$ cat src/rtl/pc_fetch_ctrl.sv
// PC fetch sequencer: boot, imem req/ack fetch, trap>jmp>br redirect arbitration, imem hang detect (trap path built with PC_TRAP_EN).
// Latency: pc_en/pc_mode/pc_target/imem_req combinational; fetch_valid/fetch_pc one cycle after an accepted ack.
// Backpressure: stall holds ISSUE without requesting; an outstanding request waits for ack or times out into ERR.
module pc_fetch_ctrl #(
`ifdef PC_TRAP_EN
    parameter logic [31:0] TRAP_VEC    = 32'h0000_0100,
`endif
    parameter logic [31:0] RESET_VEC   = 32'h0000_0000,
    parameter int unsigned ACK_TIMEOUT = 16
) (
    input  logic        clk,
    input  logic        rst,
    input  logic [31:0] pc,
    input  logic        stall,
    input  logic        br_valid,
    input  logic [31:0] br_target,
    input  logic        jmp_valid,
    input  logic [31:0] jmp_target,
`ifdef PC_TRAP_EN
    input  logic        trap_valid,
`endif
    output logic        imem_req,
    output logic [31:0] imem_addr,
    input  logic        imem_ack,
    output logic        pc_en,
    output logic        pc_mode,
    output logic [31:0] pc_target,
    output logic        fetch_valid,
    output logic [31:0] fetch_pc,
    output logic        timeout_err
);

    localparam int CNT_W = $clog2(ACK_TIMEOUT + 1);

    localparam logic [1:0] PRIO_NONE = 2'd0;
    localparam logic [1:0] PRIO_BR   = 2'd1;
    localparam logic [1:0] PRIO_JMP  = 2'd2;
`ifdef PC_TRAP_EN
    localparam logic [1:0] PRIO_TRAP = 2'd3;
`endif

    typedef enum logic [1:0] {
        ST_BOOT,
        ST_ISSUE,
        ST_WAIT,
        ST_ERR
    } state_t;

    state_t             state, state_nxt;
    logic [1:0]         pend_prio, pend_prio_nxt;
    logic [31:0]        pend_tgt, pend_tgt_nxt;
    logic [CNT_W-1:0]   cnt, cnt_nxt;
    logic               fv_q, fv_nxt;
    logic [31:0]        fpc_q;

    logic [1:0]         in_prio, win_prio;
    logic [31:0]        in_tgt, win_tgt;
    logic               has_redir;

    logic               req_c, en_c, mode_c;
    logic [31:0]        tgt_c;

    // Highest-priority incoming request; later pulses of equal or higher
    // priority override whatever is already pending.
    always_comb begin
        in_prio = PRIO_NONE;
        in_tgt  = '0;
        if (br_valid) begin
            in_prio = PRIO_BR;
            in_tgt  = br_target;
        end
        if (jmp_valid) begin
            in_prio = PRIO_JMP;
            in_tgt  = jmp_target;
        end
`ifdef PC_TRAP_EN
        if (trap_valid) begin
            in_prio = PRIO_TRAP;
            in_tgt  = TRAP_VEC;
        end
`endif
        if (in_prio != PRIO_NONE && in_prio >= pend_prio) begin
            win_prio = in_prio;
            win_tgt  = in_tgt;
        end else begin
            win_prio = pend_prio;
            win_tgt  = pend_tgt;
        end
    end

    assign has_redir = (win_prio != PRIO_NONE);

    always_comb begin
        state_nxt     = state;
        pend_prio_nxt = pend_prio;
        pend_tgt_nxt  = pend_tgt;
        cnt_nxt       = cnt;
        fv_nxt        = 1'b0;
        req_c         = 1'b0;
        en_c          = 1'b0;
        mode_c        = 1'b0;
        tgt_c         = '0;

        case (state)
            ST_BOOT: begin
                en_c          = 1'b1;
                mode_c        = 1'b1;
                tgt_c         = RESET_VEC;
                pend_prio_nxt = win_prio;
                pend_tgt_nxt  = win_tgt;
                state_nxt     = ST_ISSUE;
            end
            ST_ISSUE: begin
                if (has_redir) begin
                    en_c          = 1'b1;
                    mode_c        = 1'b1;
                    tgt_c         = win_tgt;
                    pend_prio_nxt = PRIO_NONE;
                    pend_tgt_nxt  = '0;
                end else if (!stall) begin
                    req_c = 1'b1;
                    if (imem_ack) begin
                        en_c   = 1'b1;
                        fv_nxt = 1'b1;
                    end else begin
                        state_nxt = ST_WAIT;
                    end
                end
            end
            ST_WAIT: begin
                req_c = 1'b1;
                if (imem_ack) begin
                    en_c      = 1'b1;
                    cnt_nxt   = '0;
                    state_nxt = ST_ISSUE;
                    if (has_redir) begin
                        mode_c        = 1'b1;
                        tgt_c         = win_tgt;
                        pend_prio_nxt = PRIO_NONE;
                        pend_tgt_nxt  = '0;
                    end else begin
                        fv_nxt = 1'b1;
                    end
                end else begin
                    pend_prio_nxt = win_prio;
                    pend_tgt_nxt  = win_tgt;
                    cnt_nxt       = cnt + CNT_W'(1);
                    if (cnt == CNT_W'(ACK_TIMEOUT - 1)) begin
                        state_nxt = ST_ERR;
                    end
                end
            end
            ST_ERR: begin
                state_nxt = ST_ERR;
            end
            default: begin
                state_nxt = ST_BOOT;
            end
        endcase
    end

    always_ff @(posedge clk) begin
        if (rst) begin
            state     <= ST_BOOT;
            pend_prio <= PRIO_NONE;
            pend_tgt  <= '0;
            cnt       <= '0;
            fv_q      <= 1'b0;
            fpc_q     <= '0;
        end else begin
            state     <= state_nxt;
            pend_prio <= pend_prio_nxt;
            pend_tgt  <= pend_tgt_nxt;
            cnt       <= cnt_nxt;
            fv_q      <= fv_nxt;
            if (fv_nxt) begin
                fpc_q <= pc;
            end
        end
    end

    // Every output is forced low while rst is high, so a request in flight drops immediately.
    assign imem_req    = req_c & ~rst;
    assign imem_addr   = (req_c && !rst) ? pc : '0;
    assign pc_en       = en_c & ~rst;
    assign pc_mode     = mode_c & ~rst;
    assign pc_target   = rst ? '0 : tgt_c;
    assign fetch_valid = fv_q & ~rst;
    assign fetch_pc    = rst ? '0 : fpc_q;
    assign timeout_err = (state == ST_ERR) & ~rst;

endmodule

$ cat config.mk
export PLATFORM = sky130hd
export DESIGN_NAME = pc_fetch_ctrl
export DESIGN_NICKNAME = d
export VERILOG_FILES = /design/src/rtl/pc_fetch_ctrl.sv
export SDC_FILE = /design/constraint.sdc
export NUM_CORES = 1
export LEC_CHECK = 0
export ABC_CLOCK_PERIOD_IN_PS = 6900
export CORE_MARGIN = 4
export CORE_UTILIZATION = 45
export DETAILED_ROUTE_END_ITERATION = 16
export GPL_TIMING_DRIVEN = 0
export PLACE_DENSITY = 0.87
export SYNTH_ARGS = -nofsm -noshare
export SYNTH_HDL_FRONTEND = slang
export SYNTH_SLANG_ARGS = --single-unit
$ cat constraint.sdc
create_clock -name clk -period 6.9 [get_ports clk]
set_input_delay 0.69 -clock clk [delete_from_list [all_inputs] [get_ports clk]]
set_output_delay 0.69 -clock clk [all_outputs]
set_load 0.02 [all_outputs]
Word-level counts from Yosys, hierarchy flattened:

Index checks and enable logic that the tools add are counted.

* mux-type cells: 39
* equality and inequality tests: 8
* reduce and logical (&&, ||, !) cells: 8
* bitwise logic cells: 6
* shift-type cells: 0
* multipliers: 0
* add/sub/neg operators: 1
* divide/modulo/power cells: 0
* $lt $le $gt $ge: 1

Operator list (count)
* 32-bit 2-to-1 mux: 10
* 32-bit one-hot mux with 3 select lines: 1
* 32-bit one-hot mux with 2 select lines: 1
* 2-bit 2-to-1 mux: 9
* 1-bit 2-to-1 mux: 11
* 2-bit one-hot mux with 4 select lines: 1
* 2-bit != test, second input constant: 3
* 1-bit one-hot mux with 3 select lines: 2
* 2-bit one-hot mux with 3 select lines: 1
* 5-bit by 1-bit adder with 5-bit output, second input constant: 1
* 1-bit AND: 5
* 5-bit by 4-bit == test with 1-bit output, second input constant: 1
* 5-bit 2-to-1 mux: 1
* 2-bit == test, second input constant: 2
* 1-bit one-hot mux with 2 select lines: 2
* 4-bit AND reduction: 1
* 2-bit nonzero test: 2
* 3-bit != test, second input constant: 1
* 3-bit nonzero test: 1
* 2-bit by 1-bit == test with 1-bit output, second input constant: 1
* 2-bit >= comparator: 1
* 1-bit logical AND: 2
* 2-bit zero test: 1
* 1-bit zero test: 1
* 1-bit inverter: 1

* bits in writable memories: 0
* register bits: 74
* bits of input ports: 102
* memories kept: 0
* bits in latches: 0
* word-level logic and storage cells: 69
* bits in read-only memories: 0

Depth between registers and ports, before layout:

Gate-level depths: netlist (run 1).

* word-level depth: 10
* mapped depth: 11
* depth with buffers taken out: 7

Worst setup path after synthesis (run 1):

Ideal clock, no wire load.

* path kind: input port to output port
* from: in jmp_valid
* to: out imem_addr[22]
* stages on the path: 10
* path slack: 3593 ps
* arrival time: 2617 ps
* cells stage by stage: buf_4 -> nor2b_1 -> clkbuf_1 -> inv_1 -> ha_1 -> nor3b_2 -> o211ai_1 -> a21boi_1 -> buf_2 -> and2_1

* longest elaborated chain between the ends: 9
* elaborated cells between the ends (all ways): 10
* those cells by class: order compare: 1; mux: 5; reduce/logical: 4

Ends and longest elaborated chain
* start: declaration: line 17 `input logic jmp_valid,`
* 2-bit 2-to-1 mux *: line 72 `if (jmp_valid) begin`
* 2-bit >= comparator / 2-bit nonzero test (equally long branches): line 82 `if (in_prio != PRIO_NONE && in_prio >= pend_prio) begin`
* 1-bit logical AND: line 82
* 2-bit 2-to-1 mux *: line 82
* 2-bit nonzero test *: line 91 `assign has_redir = (win_prio != PRIO_NONE);`
* 1-bit 2-to-1 mux *: line 114 `if (has_redir) begin`
* 1-bit one-hot mux with 2 select lines *: line 104 `case (state)`
* 1-bit logical AND *: line 184 `assign imem_addr = (req_c && !rst) ? pc : '0;`
* 32-bit 2-to-1 mux *: line 184
* end: declaration: line 23 `output logic [31:0] imem_addr,`

Every way passes the cells marked *; elsewhere a longest branch is shown, timed or not.

Worst setup path after layout (run 1):

* from: in jmp_valid
* to: out imem_addr[9]

Same word-level chain as after synthesis.

==> results of run 1 <==
-- critical path, stage by stage --
cell,delay (ps)
clkdlybuf4s50_1,420
buf_4,190
nor2b_1,110
clkbuf_1,320
inv_1,110
ha_1,320
nor3b_2,320
o211ai_1,140
a21boi_1,480
clkbuf_1,380
and2_1,200
clkdlybuf4s50_1,610
-- cells in the final DEF, fill, tap and decap left out, types with 2 or more instances in the layout --
cell type        netlist  routed
mux2_4                29      29
nor2b_1               71      71
mux2_2                 4       4
inv_1                  8       8
clkbuf_8               0       9
buf_2                  8       8
a21oi_1                8       8
o2bb2ai_1             32      32
and3_1                 2       2
nor3_1                 3       3
and2_1                33      33
nand2b_1               3       3
mux2i_1               32      32
buf_6                  4       4
a211oi_1               2       2
o21ai_0                4       4
dfxtp_1               74      74
buf_1                  2       2
clkdlybuf4s50_1        0     201
a22o_1                32      32
bufinv_16              0       3
clkbuf_1              22      24
ha_1                  10      10
nor2_1                45      45
o211ai_1               3       3
-- how the worst min path moves through the flow --
stage	startpoint	end	cells past startpoint
2_1_floorplan	pend_tgt[0]$_SDFFE_PP0P_	pend_tgt[0]$_SDFFE_PP0P_	1
3_3_place_gp	pend_tgt[17]$_SDFFE_PP0P_	pend_tgt[17]$_SDFFE_PP0P_	1
3_5_place_dp	pend_tgt[6]$_SDFFE_PP0P_	pend_tgt[6]$_SDFFE_PP0P_	1
4_1_cts	pend_tgt[10]$_SDFFE_PP0P_	pend_tgt[10]$_SDFFE_PP0P_	1
5_1_grt	pend_tgt[25]$_SDFFE_PP0P_	pend_tgt[25]$_SDFFE_PP0P_	1
6_report	pend_tgt[10]$_SDFFE_PP0P_	pend_tgt[10]$_SDFFE_PP0P_	1
-- where the power goes --
group	switching [µW]	internal, µW
clock network	161	240
registers	36.8	486
logic	308	273
-- state kept, by name, summed over array words and instances, names as in the netlist --
name,count
pend_prio,2
state,2
fv_q,1
pend_tgt,32
cnt,5
fpc_q,32
-- metal layers --
layer	share of wire [%]	global-route usage [%]	routed length (µm)
met4	0.78	4.90	101
met1	41	25.7	5320
met5	0	0	0
met2	49	41.8	6330
met3	9.4	6.74	1220
-- through the flow --
step	worst slack, ps	total power [µW]	instance area, µm²
after floorplan	3590	894	4290
after global placement	1970	1090	6460
after detailed placement	1870	1110	6460
after CTS	1870	1510	6700
after global routing	1700	1590	6700
final	1930	1510	6700
-- cells by family (layout without fill, tap and decap cells) --
logic type / count (synthesis) / after routing / synth area share, %
AO/OA/AOI/OAI: 91 / 91 / 17.4
adder cells (fa/ha/maj): 10 / 10 / 2.92
buffers and inverters: 45 / 262 / 4.96
flip-flops: 74 / 74 / 34.5
multiplexers: 65 / 65 / 18.7
AND/OR/NAND/NOR: 165 / 165 / 21.5
-- layout make-up --
cell class                 count  area (µm²)  area share (%)
sequential                    74        1480            22.1
tap                          129         161            2.41
buffer                        37         183            2.73
clock buffer                  11         131            1.96
timing repair buffer         201        2010            30.0
inverter                       8        30.0           0.448
multi-input combinational    331        2600            38.8
clock inverter                 5         103            1.53
==> out/metrics.cfg, run 1 <==
[yosys]
synth.most_common_cell = dfxtp_1
seq_area_frac_synth_pct = 34.5
synthArstFlopShare_pct = 0
ys_types = 41
synth.area.top_cells = dfxtp_1 35%, nor2b_1 10%, mux2_4 10%, mux2i_1 7.5%, a22o_1 6.5%
syn_nets = 562
avgSynthCellArea_um2 = 9.53
yosys.area.top_type_share_pct = 34.5
ys_warn_count = 0
synth_area_mm2 = 0.00429
synth_top_cell_by_area = dfxtp_1
synth_common_cells = 74 x dfxtp_1, 71 x nor2b_1, 45 x nor2_1, 33 x and2_1
synth-seq-cells = 74
synthCells = 450
synth-main-ff-cell = dfxtp_1
synth_edf_count = 0

[run_status]
outcome = finished, final reports clean

[placement]
dp_cells = 780
io_buffers = 201
gp_congestion = 0.803
dp_hpwl_um = 10100

[global_route]
grt_pass1_vias = 4238
antenna_found_initial = 0
grt_pass1_wl_um = 21000
grt_overflow = 0
track_usage_pct = 22.7
grt_max_degree = 13

[routing]
vias_per_cell = 5.23
dr.pass1.iters = 5
drc_errors = 0
drt_first_iter_violations = 132
routed_wl_um = 13000
ant_nets = 0
num_vias = 4166
routedWlPerCell_um = 16.3

[cells_and_area]
fillCellCount = 676
antenna_cells = 0
syn_to_final_growth_pct = 56.1
fin_util_pct = 72.5
layout-drive-gt1-share_pct = 9.30
finalNetCount = 774
fin_cells = 796

[clocking]
clk_pin_slew_ps = 70
cts_tree = done
post-cts-setup-buffers = 0
clock_sinks = 74
ctsLongestPathBuffers = 2
root_buffer = clkbuf_8
postCtsHoldBufs = 0
htreeDepth = 3
cts_buffers = 9
worstSkewPairLatency_ps = 340
cts-resized-gates = 0

[power_and_ir_drop]
p_per_area_mw_per_mm2 = 225
leakage_uw = 0.00258
ir_drop_uv = 154

[floorplanning]
core_mm2 = 0.00924
die_area_mm2 = 0.0112
ios = 203
initial_utilization_pct = 46.4
die_y_um = 106
chipWidth_um = 106
rows = 35

[setup_path]
worstReg2RegEnd = pend_tgt[12]$_SDFFE_PP0P_
cp_max_fo = 10
cp.required_ps = 6210
rrSetupSlack_ps = 4730
crit_start = jmp_valid
startpoint_type = input port
critPathKind = in -> out
crit_path_end_kind = primary output
reg2reg_depth = 7
critical_path.endpoint = imem_addr[9]
rr_startpoint = state[0]$_SDFFE_PP0P_
arrival_ps = 4280

[min_path]
hold_path.class = reg -> reg

[timing]
timing.fmax_ghz = 0.201
hold_slack_ps = 467
timing.final.crit_share_pct = 72.1
drv_slew = 0
finalHoldViolCount = 0
setup_viol = 0
finalClockSkew_ps = 10.8
tns_ps = 0
fin_crit_ps = 4970
tightest_slew_ps = 549
slew_headroom_pct = 63.3
rsz0062_at_grt = no

[run]
maxCapViolCount = 0

Note: power is estimated with default switching activity, not from simulation.
==> run 2, diff against run 1 <==
Settings changed: ABC_CLOCK_PERIOD_IN_PS 6900 to 4400, CORE_UTILIZATION 45 to 38, PLACE_DENSITY 0.87 to 0.78.
Clock period 6.9 ns to 4.4 ns, I/O delays scaled along.
==> out/metrics.cfg, run 2 (same netlist as run 1, synthesis figures left out) <==
[power_and_ir_drop]
ir_drop_uv = 197  ; +28%
p_int_uw = 1680  ; +68%
leakage_uw = 0.00264  ; +2.0%
comb_power_share_pct = 37.0  ; -1.6 points
p_sw_share_pct = 32.6  ; -0.99 points
clockPowerShare_pct = 29.9  ; +3.2 points
switching_power_uw = 813  ; +61%
p_per_area_mw_per_mm2 = 366  ; +63%
pwr-share-seq_pct = 33.1  ; -1.6 points
power_uw = 2490  ; +65%

[clocking]
root_buffer = clkbuf_16
ctsLongestPathBuffers = 2  ; unchanged
postCtsHoldBufs = 0  ; unchanged
cts_tree = done
cts_buffers = 9  ; unchanged
clock_sinks = 74  ; unchanged
clk_pin_slew_ps = 50  ; -20 ps
post-cts-setup-buffers = 0  ; unchanged
worstSkewPairLatency_ps = 320  ; -20 ps
htreeDepth = 3  ; unchanged

[floorplanning]
ios = 203  ; unchanged
chipWidth_um = 114  ; +8.2%
die_area_mm2 = 0.0131  ; +17%
die_y_um = 114  ; +8.2%
rows = 38  ; +8.6%
initial_utilization_pct = 39.2  ; -7.2 points
core_mm2 = 0.0109  ; +18%

[cells_and_area]
finalNetCount = 774  ; unchanged
largestRegisters = fpc_q x32, pend_tgt x32, cnt x5
syn_to_final_growth_pct = 58.5
antenna_cells = 0  ; unchanged
fin_util_pct = 62.2  ; -10 points
final_common_cell = clkdlybuf4s50_1
layout-drive-gt1-share_pct = 10.1  ; +0.76 points
layout_common_cells = 201 x clkdlybuf4s50_1, 74 x dfxtp_1, 71 x nor2b_1

[setup_path]
critPathKind = in -> out
cp_max_fo = 10  ; unchanged
arrival_ps = 3700  ; -580 ps
startpoint_type = input port
cp.required_ps = 3960  ; -2250 ps
crit_path_end_kind = primary output

[global_route]
grt_max_degree = 12  ; -1
top_usage_layer = met2
grt_pass1_vias = 4371  ; +3.1%
grt_pass1_wl_um = 21100  ; +0.56%
grt_overflow = 0  ; unchanged
met2_usage_pct = 34.6  ; -7.2 points
antenna_found_initial = 0  ; unchanged
use_met1_pct = 22.3  ; -3.4 points
grt_use_met3_pct = 6.77  ; +0.029 points
track_usage_pct = 19.8  ; -2.9 points

[min_path]
hold_path.class = reg -> reg

[timing]
timing.final.crit_share_pct = 94.2
tns_ps = 0  ; unchanged
drv_slew = 0  ; unchanged
fin_crit_ps = 4140
timing.fmax_ghz = 0.241
tightest_slew_ps = 525  ; -24.0 ps
finalClockSkew_ps = 3.23  ; -7.59 ps
setup_viol = 0  ; unchanged
finalHoldViolCount = 0  ; unchanged
slew_headroom_pct = 65.0  ; +1.7 points

[routing]
drc_errors = 0  ; unchanged
num_vias = 4133  ; -0.79%
dr.pass1.iters = 4  ; -1
routed_wl_um = 13100  ; +1.2%
vias_per_cell = 5.13  ; -2.0%
drt_first_iter_violations = 171  ; +30%
routedWlPerCell_um = 16.3  ; about the same
ant_nets = 0  ; unchanged

[placement]
gp_congestion = 0.830  ; +3.4%
io_buffers = 201  ; unchanged
dp_hpwl_um = 10400  ; +2.5%

[run_status]
outcome = finished, final reports clean

[run]
maxCapViolCount = 0  ; unchanged

-- run 2: area by class of cell --
cell class                 instances  area (µm²)
clock inverter                     2        35.0
sequential                        74        1480
multi-input combinational        331        2610
clock buffer                      13         270
fill                             961        4140
inverter                           8        30.0
buffer                            37         188
tap                              140         175
timing repair buffer             201        2010
-- run 2: critical path, cell delays in order --
cell	delay, ps
clkdlybuf4s50_1	420
buf_4	180
nor2b_1	100
clkbuf_1	280
inv_1	110
ha_1	310
nor3b_2	300
o211ai_1	210
a21boi_4	300
clkbuf_2	260
and2_1	160
clkdlybuf4s50_1	630
-- run 2: final timing paths --
check / slack (ps) / depth (start not counted) / start / to
min: 460 / 1 / pend_tgt[8]$_SDFFE_PP0P_ / pend_tgt[8]$_SDFFE_PP0P_
max reg2reg: 2250 / 7 / state[0]$_SDFFE_PP0P_ / pend_tgt[9]$_SDFFE_PP0P_
max: 260 / 12 / jmp_valid / imem_addr[7]
min reg2reg: 460 / 1 / pend_tgt[8]$_SDFFE_PP0P_ / pend_tgt[8]$_SDFFE_PP0P_
-- run 2: layer usage --
layer	vias to the layer above	share of wire (%)
li1	2009	-
met1	1905	41
met4	0	2.0
met3	23	10
met2	196	47
met5	-	0
-- run 2: stage by stage --
step | hold slack (ps) | worst slack [ps] | cell area (µm²) | cells
after floorplan | 432 | 1590 | 4290 | 450
after global placement | 443 | -119 | 6480 | 791
after detailed placement | 446 | -155 | 6480 | 791
after CTS | 464 | 39.9 | 6790 | 806
after global routing | 478 | -6.67 | 6800 | 806
final | 461 | 256 | 6800 | 806
-- run 2: what timing repair did --
item / CTS / global route
gates resized for setup: 1 / 9
pin swaps: 0 / 1
setup endpoints to repair: 29 / 33
-- run 2: power groups by stage --
stage | clock network [µW] | logic (µW) | registers [µW]
2_1_floorplan | 0 | 585 | 816
3_3_place_gp | 0 | 884 | 826
3_5_place_dp | 0 | 917 | 831
4_1_cts | 763 | 922 | 820
5_1_grt | 793 | 999 | 831
6_report | 746 | 922 | 823
